--- src/rtl/note_sequencer.sv ---
// Buffers (note, duration) pairs in a FIFO and issues them one at a time to the
// music player, with an ack timeout and a fixed silent gap between notes.
module note_sequencer #(
  parameter int CLK_HZ = 12_000_000,
  parameter int DEPTH  = 16,
  parameter int ACK_MS = 4,
  parameter int GAP_MS = 20
) (
  input  logic                     clk_in,
  input  logic                     rst_n_in,
  input  logic                     wr_en,
  input  logic [4:0]               wr_note,
  input  logic [7:0]               wr_time,
  output logic                     full,
  output logic [$clog2(DEPTH):0]   level,
  input  logic                     play,
  input  logic                     flush,
  output logic                     player_en,
  output logic [4:0]               player_note,
  output logic [7:0]               player_time,
  input  logic                     player_busy,
  output logic                     idle,
  output logic                     ovf,
  output logic                     ack_err
);

  localparam int AW       = $clog2(DEPTH);
  localparam int LW       = AW + 1;
  localparam int TICK_DIV = CLK_HZ / 1000;
  localparam int TW       = (TICK_DIV > 1) ? $clog2(TICK_DIV) : 1;
  localparam int MS_MAX   = (ACK_MS > GAP_MS) ? ACK_MS : GAP_MS;
  localparam int CW       = $clog2(MS_MAX + 1);

  typedef enum logic [1:0] {IDLE, ISSUE, WAIT_DONE, GAP} state_t;

  state_t          state_r, state_nxt;
  logic [TW-1:0]   tick_cnt_r;
  logic            tick_s;
  logic            busy_meta_r, busy_sync_r;
  logic [CW-1:0]   ms_cnt_r, ms_cnt_nxt;
  logic            pop_s, push_s, ovf_set_s, ack_to_s, full_s;
  logic [AW-1:0]   wr_ptr_r, rd_ptr_r;
  logic [LW-1:0]   level_r, level_nxt;
  logic [12:0]     mem_r [DEPTH];

  assign tick_s    = (tick_cnt_r == TW'(TICK_DIV - 1));
  assign full_s    = (level_r == LW'(DEPTH));
  assign full      = full_s;
  assign level     = level_r;
  // flush wins over a same-cycle write, and the dropped write is not an overflow
  assign push_s    = wr_en && !full_s && !flush;
  assign ovf_set_s = wr_en && full_s && !flush;

  // Free-running 1 ms tick divider.
  always_ff @(posedge clk_in or negedge rst_n_in) begin
    if (!rst_n_in) begin
      tick_cnt_r <= '0;
    end else if (tick_s) begin
      tick_cnt_r <= '0;
    end else begin
      tick_cnt_r <= tick_cnt_r + TW'(1);
    end
  end

  // Two-flop synchroniser for the player's busy flag.
  always_ff @(posedge clk_in or negedge rst_n_in) begin
    if (!rst_n_in) begin
      busy_meta_r <= 1'b0;
      busy_sync_r <= 1'b0;
    end else begin
      busy_meta_r <= player_busy;
      busy_sync_r <= busy_meta_r;
    end
  end

  // Next-state logic; ms_cnt_r is shared by ISSUE and GAP and cleared on entry.
  always_comb begin
    state_nxt  = state_r;
    ms_cnt_nxt = ms_cnt_r;
    pop_s      = 1'b0;
    ack_to_s   = 1'b0;
    case (state_r)
      IDLE: begin
        if (play && (level_r != '0)) begin
          pop_s      = 1'b1;
          state_nxt  = ISSUE;
          ms_cnt_nxt = '0;
        end else begin
          state_nxt  = IDLE;
        end
      end
      ISSUE: begin
        if (busy_sync_r) begin
          state_nxt = WAIT_DONE;
        end else if (tick_s) begin
          if (ms_cnt_r == CW'(ACK_MS - 1)) begin
            ack_to_s   = 1'b1;
            state_nxt  = GAP;
            ms_cnt_nxt = '0;
          end else begin
            ms_cnt_nxt = ms_cnt_r + CW'(1);
          end
        end else begin
          state_nxt = ISSUE;
        end
      end
      WAIT_DONE: begin
        if (!busy_sync_r) begin
          state_nxt  = GAP;
          ms_cnt_nxt = '0;
        end else begin
          state_nxt  = WAIT_DONE;
        end
      end
      GAP: begin
        if (tick_s) begin
          if (ms_cnt_r == CW'(GAP_MS - 1)) begin
            state_nxt = IDLE;
          end else begin
            ms_cnt_nxt = ms_cnt_r + CW'(1);
          end
        end else begin
          state_nxt = GAP;
        end
      end
      default: begin
        state_nxt  = IDLE;
        ms_cnt_nxt = '0;
      end
    endcase
  end

  // FIFO occupancy after this cycle's flush, push and pop.
  always_comb begin
    level_nxt = level_r;
    if (flush) begin
      level_nxt = '0;
    end else begin
      case ({push_s, pop_s})
        2'b10:   level_nxt = level_r + LW'(1);
        2'b01:   level_nxt = level_r - LW'(1);
        default: level_nxt = level_r;
      endcase
    end
  end

  // FIFO storage; contents need no reset since level gates every read.
  always_ff @(posedge clk_in) begin
    if (push_s) begin
      mem_r[wr_ptr_r] <= {wr_note, wr_time};
    end
  end

  // FIFO pointers and occupancy.
  always_ff @(posedge clk_in or negedge rst_n_in) begin
    if (!rst_n_in) begin
      wr_ptr_r <= '0;
      rd_ptr_r <= '0;
      level_r  <= '0;
    end else if (flush) begin
      wr_ptr_r <= '0;
      rd_ptr_r <= '0;
      level_r  <= '0;
    end else begin
      if (push_s) begin
        wr_ptr_r <= wr_ptr_r + AW'(1);
      end
      if (pop_s) begin
        rd_ptr_r <= rd_ptr_r + AW'(1);
      end
      level_r <= level_nxt;
    end
  end

  // State register and registered player/status outputs.
  always_ff @(posedge clk_in or negedge rst_n_in) begin
    if (!rst_n_in) begin
      state_r     <= IDLE;
      ms_cnt_r    <= '0;
      player_en   <= 1'b0;
      player_note <= 5'd0;
      player_time <= 8'd0;
      idle        <= 1'b0;
      ovf         <= 1'b0;
      ack_err     <= 1'b0;
    end else begin
      state_r   <= state_nxt;
      ms_cnt_r  <= ms_cnt_nxt;
      player_en <= (state_nxt == ISSUE);
      idle      <= (state_nxt == IDLE) && (level_nxt == '0);
      // note/time stay put from one load to the next so the player can sample late
      if (pop_s) begin
        {player_note, player_time} <= mem_r[rd_ptr_r];
      end
      if (ovf_set_s) begin
        ovf <= 1'b1;
      end
      if (ack_to_s) begin
        ack_err <= 1'b1;
      end
    end
  end

endmodule

--- config.mk ---
export PLATFORM = sky130hd
export DESIGN_NAME = note_sequencer
export DESIGN_NICKNAME = d
export VERILOG_FILES = /design/src/rtl/note_sequencer.sv
export SDC_FILE = /design/constraint.sdc
export NUM_CORES = 1
export LEC_CHECK = 0
export ABC_AREA = 1
export CAP_MARGIN = 25
export CORE_MARGIN = 3
export CORE_UTILIZATION = 37
export CTS_CLUSTER_SIZE = 28
export DETAILED_ROUTE_END_ITERATION = 8
export SLEW_MARGIN = 40
export SYNTH_ARGS = -nofsm -noshare
export SYNTH_HDL_FRONTEND = slang
export SYNTH_SLANG_ARGS = --single-unit
export TNS_END_PERCENT = 30
--- constraint.sdc ---
create_clock -name clk_in -period 2.5 [get_ports clk_in]
set_input_delay 0.5 -clock clk_in [delete_from_list [all_inputs] [get_ports clk_in]]
set_output_delay 0.5 -clock clk_in [all_outputs]
set_load 0.005 [all_outputs]
==> flow_summary.toml <==
[final_layout]
syn_to_final_growth_pct = 19.7
fillerInstances = 2643
post-route-util_pct = 45.3
postLayoutCellArea_um2 = 13100
antenna_cells = 0
register_area_um2 = 7580
multiInputGateArea_um2 = 2940
final_layout_size_suffix_gt1_share_pct = 11.6
nets = 1084

[floorplan]
row_count = 62
coreArea_um2 = 28900
die-height_um = 178
die_w_um = 178
dieArea_um2 = 31700
start_util_pct = 37.9
boundaryPins = 42

[synth]
synth_top_family_by_area = "simple AND/OR/NAND/NOR gates"
syn_area_um2 = 11000
avgSynthCellArea_um2 = 11.3
synth_nets = 995
synth-simple-area-share_pct = 13.9
ys_warn_count = 0
ys_async_sr_fraction_pct = 20.3
synth_edf_count = 208
synth_xor_area_share_pct = 0.560
ys_seq_area_share_pct = 69.1
muxShareOfSynthArea_pct = 0
yosys-top-cells-area = "edfxtp_1 (57%), dfrtp_1 (12%), nor2_1 (6.7%)"
synthTopCellsByCount = "edfxtp_1 (208), nor2_1 (195), nand2_1 (126)"
yosysMostFrequentCell = "edfxtp_1"
synth_top_area_share_pct = 57.0
synth_top_area_cell = "edfxtp_1"
yosysUniqueCellTypes = 40
ys.flop_type = "edfxtp_1"
synth_compound_area_share_pct = 11.1
syn_inst = 966
synthAdderAreaFrac_pct = 1.14
synth_seq_cells = 261

[global_routing]
grt_start_max_net_pins = 68
grt_use_total_pct = 16.1
grt-ovfl-total = 0
grt_use_met3_pct = 1.89
grt_pass1_wl_um = 39600
top_usage_layer = "met2"
antenna_found_initial = 0
met1_usage_pct = 22.2
grt_pass1_vias = 6879
gr-usage-met2_pct = 26.6

[route]
drt_first_iter_violations = 603
wl_um = 25400
vias = 7327
drt_drc_violations_left = 0
vias_per_cell = 5.02
drt_first_pass_iters = 7
postRouteAntennaNets = 0
wl_per_cell_um = 17.4

[sta]
setup_viol_count_final = 0
slew-limit-headroom_pct = 56.5
worst_pin_slew_ns = 0.650
period_needed_ns = 2.26
timing.final.ws_setup_ns = 0.240
hold-worst-slack_ns = 0.352
fmax_ghz = 0.442
final_max_slew_viol_count = 0
hold_violations = 0
skew_ns = 0.0202
layout_worst_path_cycle_share_pct = 90.4

[worst_hold_path]
hold_class = "flop to flop"

[clock_tree]
cts_max_level = 1
cts_root_buf = "clkbuf_16"
cts_buffers = 28
cts_tree = "built"
clk_latency_ns = 0.54
cts.clk_slew.worst_paths_ns = 0.06
cts_sinks = 261
cts_buffer_depth = 3

[setup_path]
crit_path_start_kind = "flop"
crit_arrival_ns = 1.76
required_ns = 2.00
crit_family = "buffers and inverters"
max_stage_delay_ns = 0.50
crit_fanout = 3
path_cells = "nor2_4, nand3_1, inv_1, clkdlybuf4s50_1"
critPathBufInv = 2
end_kind = "output pin"
cp_slowest_cell = "clkdlybuf4s50_1"
crit_type = "flop to output pin"

[pwr]
finalPower_uw = 10200
vdd_drop_max_mv = 0.555
power_density_nw_per_um2 = 780
cellLeakagePower_uw = 0.00492

[place]
hpwl_um = 16100
globalplace.congestion = 0.852
post-place-ws_ns = -0.0990
placed_cell_area_um2 = 12100
port_buffers = 41

[status]
status = "completed"

[run]
cap_violations = 0
[through the flow]
step	setup TNS, ns	std cells
after CTS	0	1459
after detailed placement	-0.0990	1406
after global placement	-0.0415	1406
after global routing	-0.000335	1461
after floorplan	0	966
final	0	1461
[sequential cells by signal, summed over array words and instances, names as in the netlist]
| register | flops |
|---|---|
| ovf | 1 |
| wr_ptr_r | 4 |
| mem_r | 208 |
| rd_ptr_r | 4 |
| busy_meta_r | 1 |
| idle | 1 |
| player_note | 5 |
| busy_sync_r | 1 |
| player_en | 1 |
| state_r | 2 |
| tick_cnt_r | 14 |
| ms_cnt_r | 5 |
| level | 5 |
| ack_err | 1 |
| player_time | 8 |
[cells by family (layout without fill, tap and decap cells)]
family,Yosys count,after routing
simple gates,381,381
fa+ha+maj,10,10
compound gates,207,207
flops,261,261
buf+inv,100,211
xor+xnor,7,7
[routing by layer]
metal | wire length, um | vias up
met2 | 12200 | 182
li1 | - | 3568
met4 | 819 | 0
met3 | 1190 | 52
met5 | 0 | -
met1 | 11200 | 3525
[final cells by class]
cell class / instances / share of cell area, %
Inverter: 55 / 1.57
Clock inverter: 17 / 1.56
Multi-Input combinational cell: 605 / 22.4
Tap cell: 384 / 3.66
Timing Repair Buffer: 104 / 7.31
Sequential cell: 261 / 57.7
Clock buffer: 35 / 5.77
[power by group]
part / switching, uW / total (uW) / internal, uW
Sequential: 132 / 5010 / 4870
Combinational: 543 / 1000 / 461
Clock: 1670 / 4230 / 2560
[repair_timing]
| item | CTS | global route |
|---|---|---|
| buffers inserted | 0 | 2 |
| hold endpoints to repair | 36 | 0 |
| endpoints found under the setup margin | 0 | 2 |
| hold buffers | 1 | 0 |
| resized for setup | 0 | 4 |
[final timing paths]
path	startpoint	endpoint	slack [ns]	cells past startpoint
max reg2reg	state_r[1]$_DFF_PN0_	idle$_DFF_PN0_	0.25	13
min	busy_meta_r$_DFF_PN0_	busy_sync_r$_DFF_PN0_	0.35	0
max	level[2]$_DFF_PN0_	full	0.24	4
min reg2reg	busy_meta_r$_DFF_PN0_	busy_sync_r$_DFF_PN0_	0.35	0
min in group asynchronous	rst_n_in	wr_ptr_r[0]$_DFFE_PN0P_	0.49	2
max in group asynchronous	rst_n_in	rd_ptr_r[1]$_DFFE_PN0P_	1.46	3
[layout by cell type, fill, tap and decap left out, drive strengths merged, types with 5 or more instances in the layout]
cell type,count
o211ai,42
clkbuf,35
nand2,127
buf,63
edfxtp,208
o221ai,10
o21ai,134
dfrtp,53
xor2,5
nand3,45
a21oi,12
nor2,199
clkinv,11
ha,10
inv,53
clkdlybuf4s50,40
Note: power is estimated with default switching activity, not from simulation.
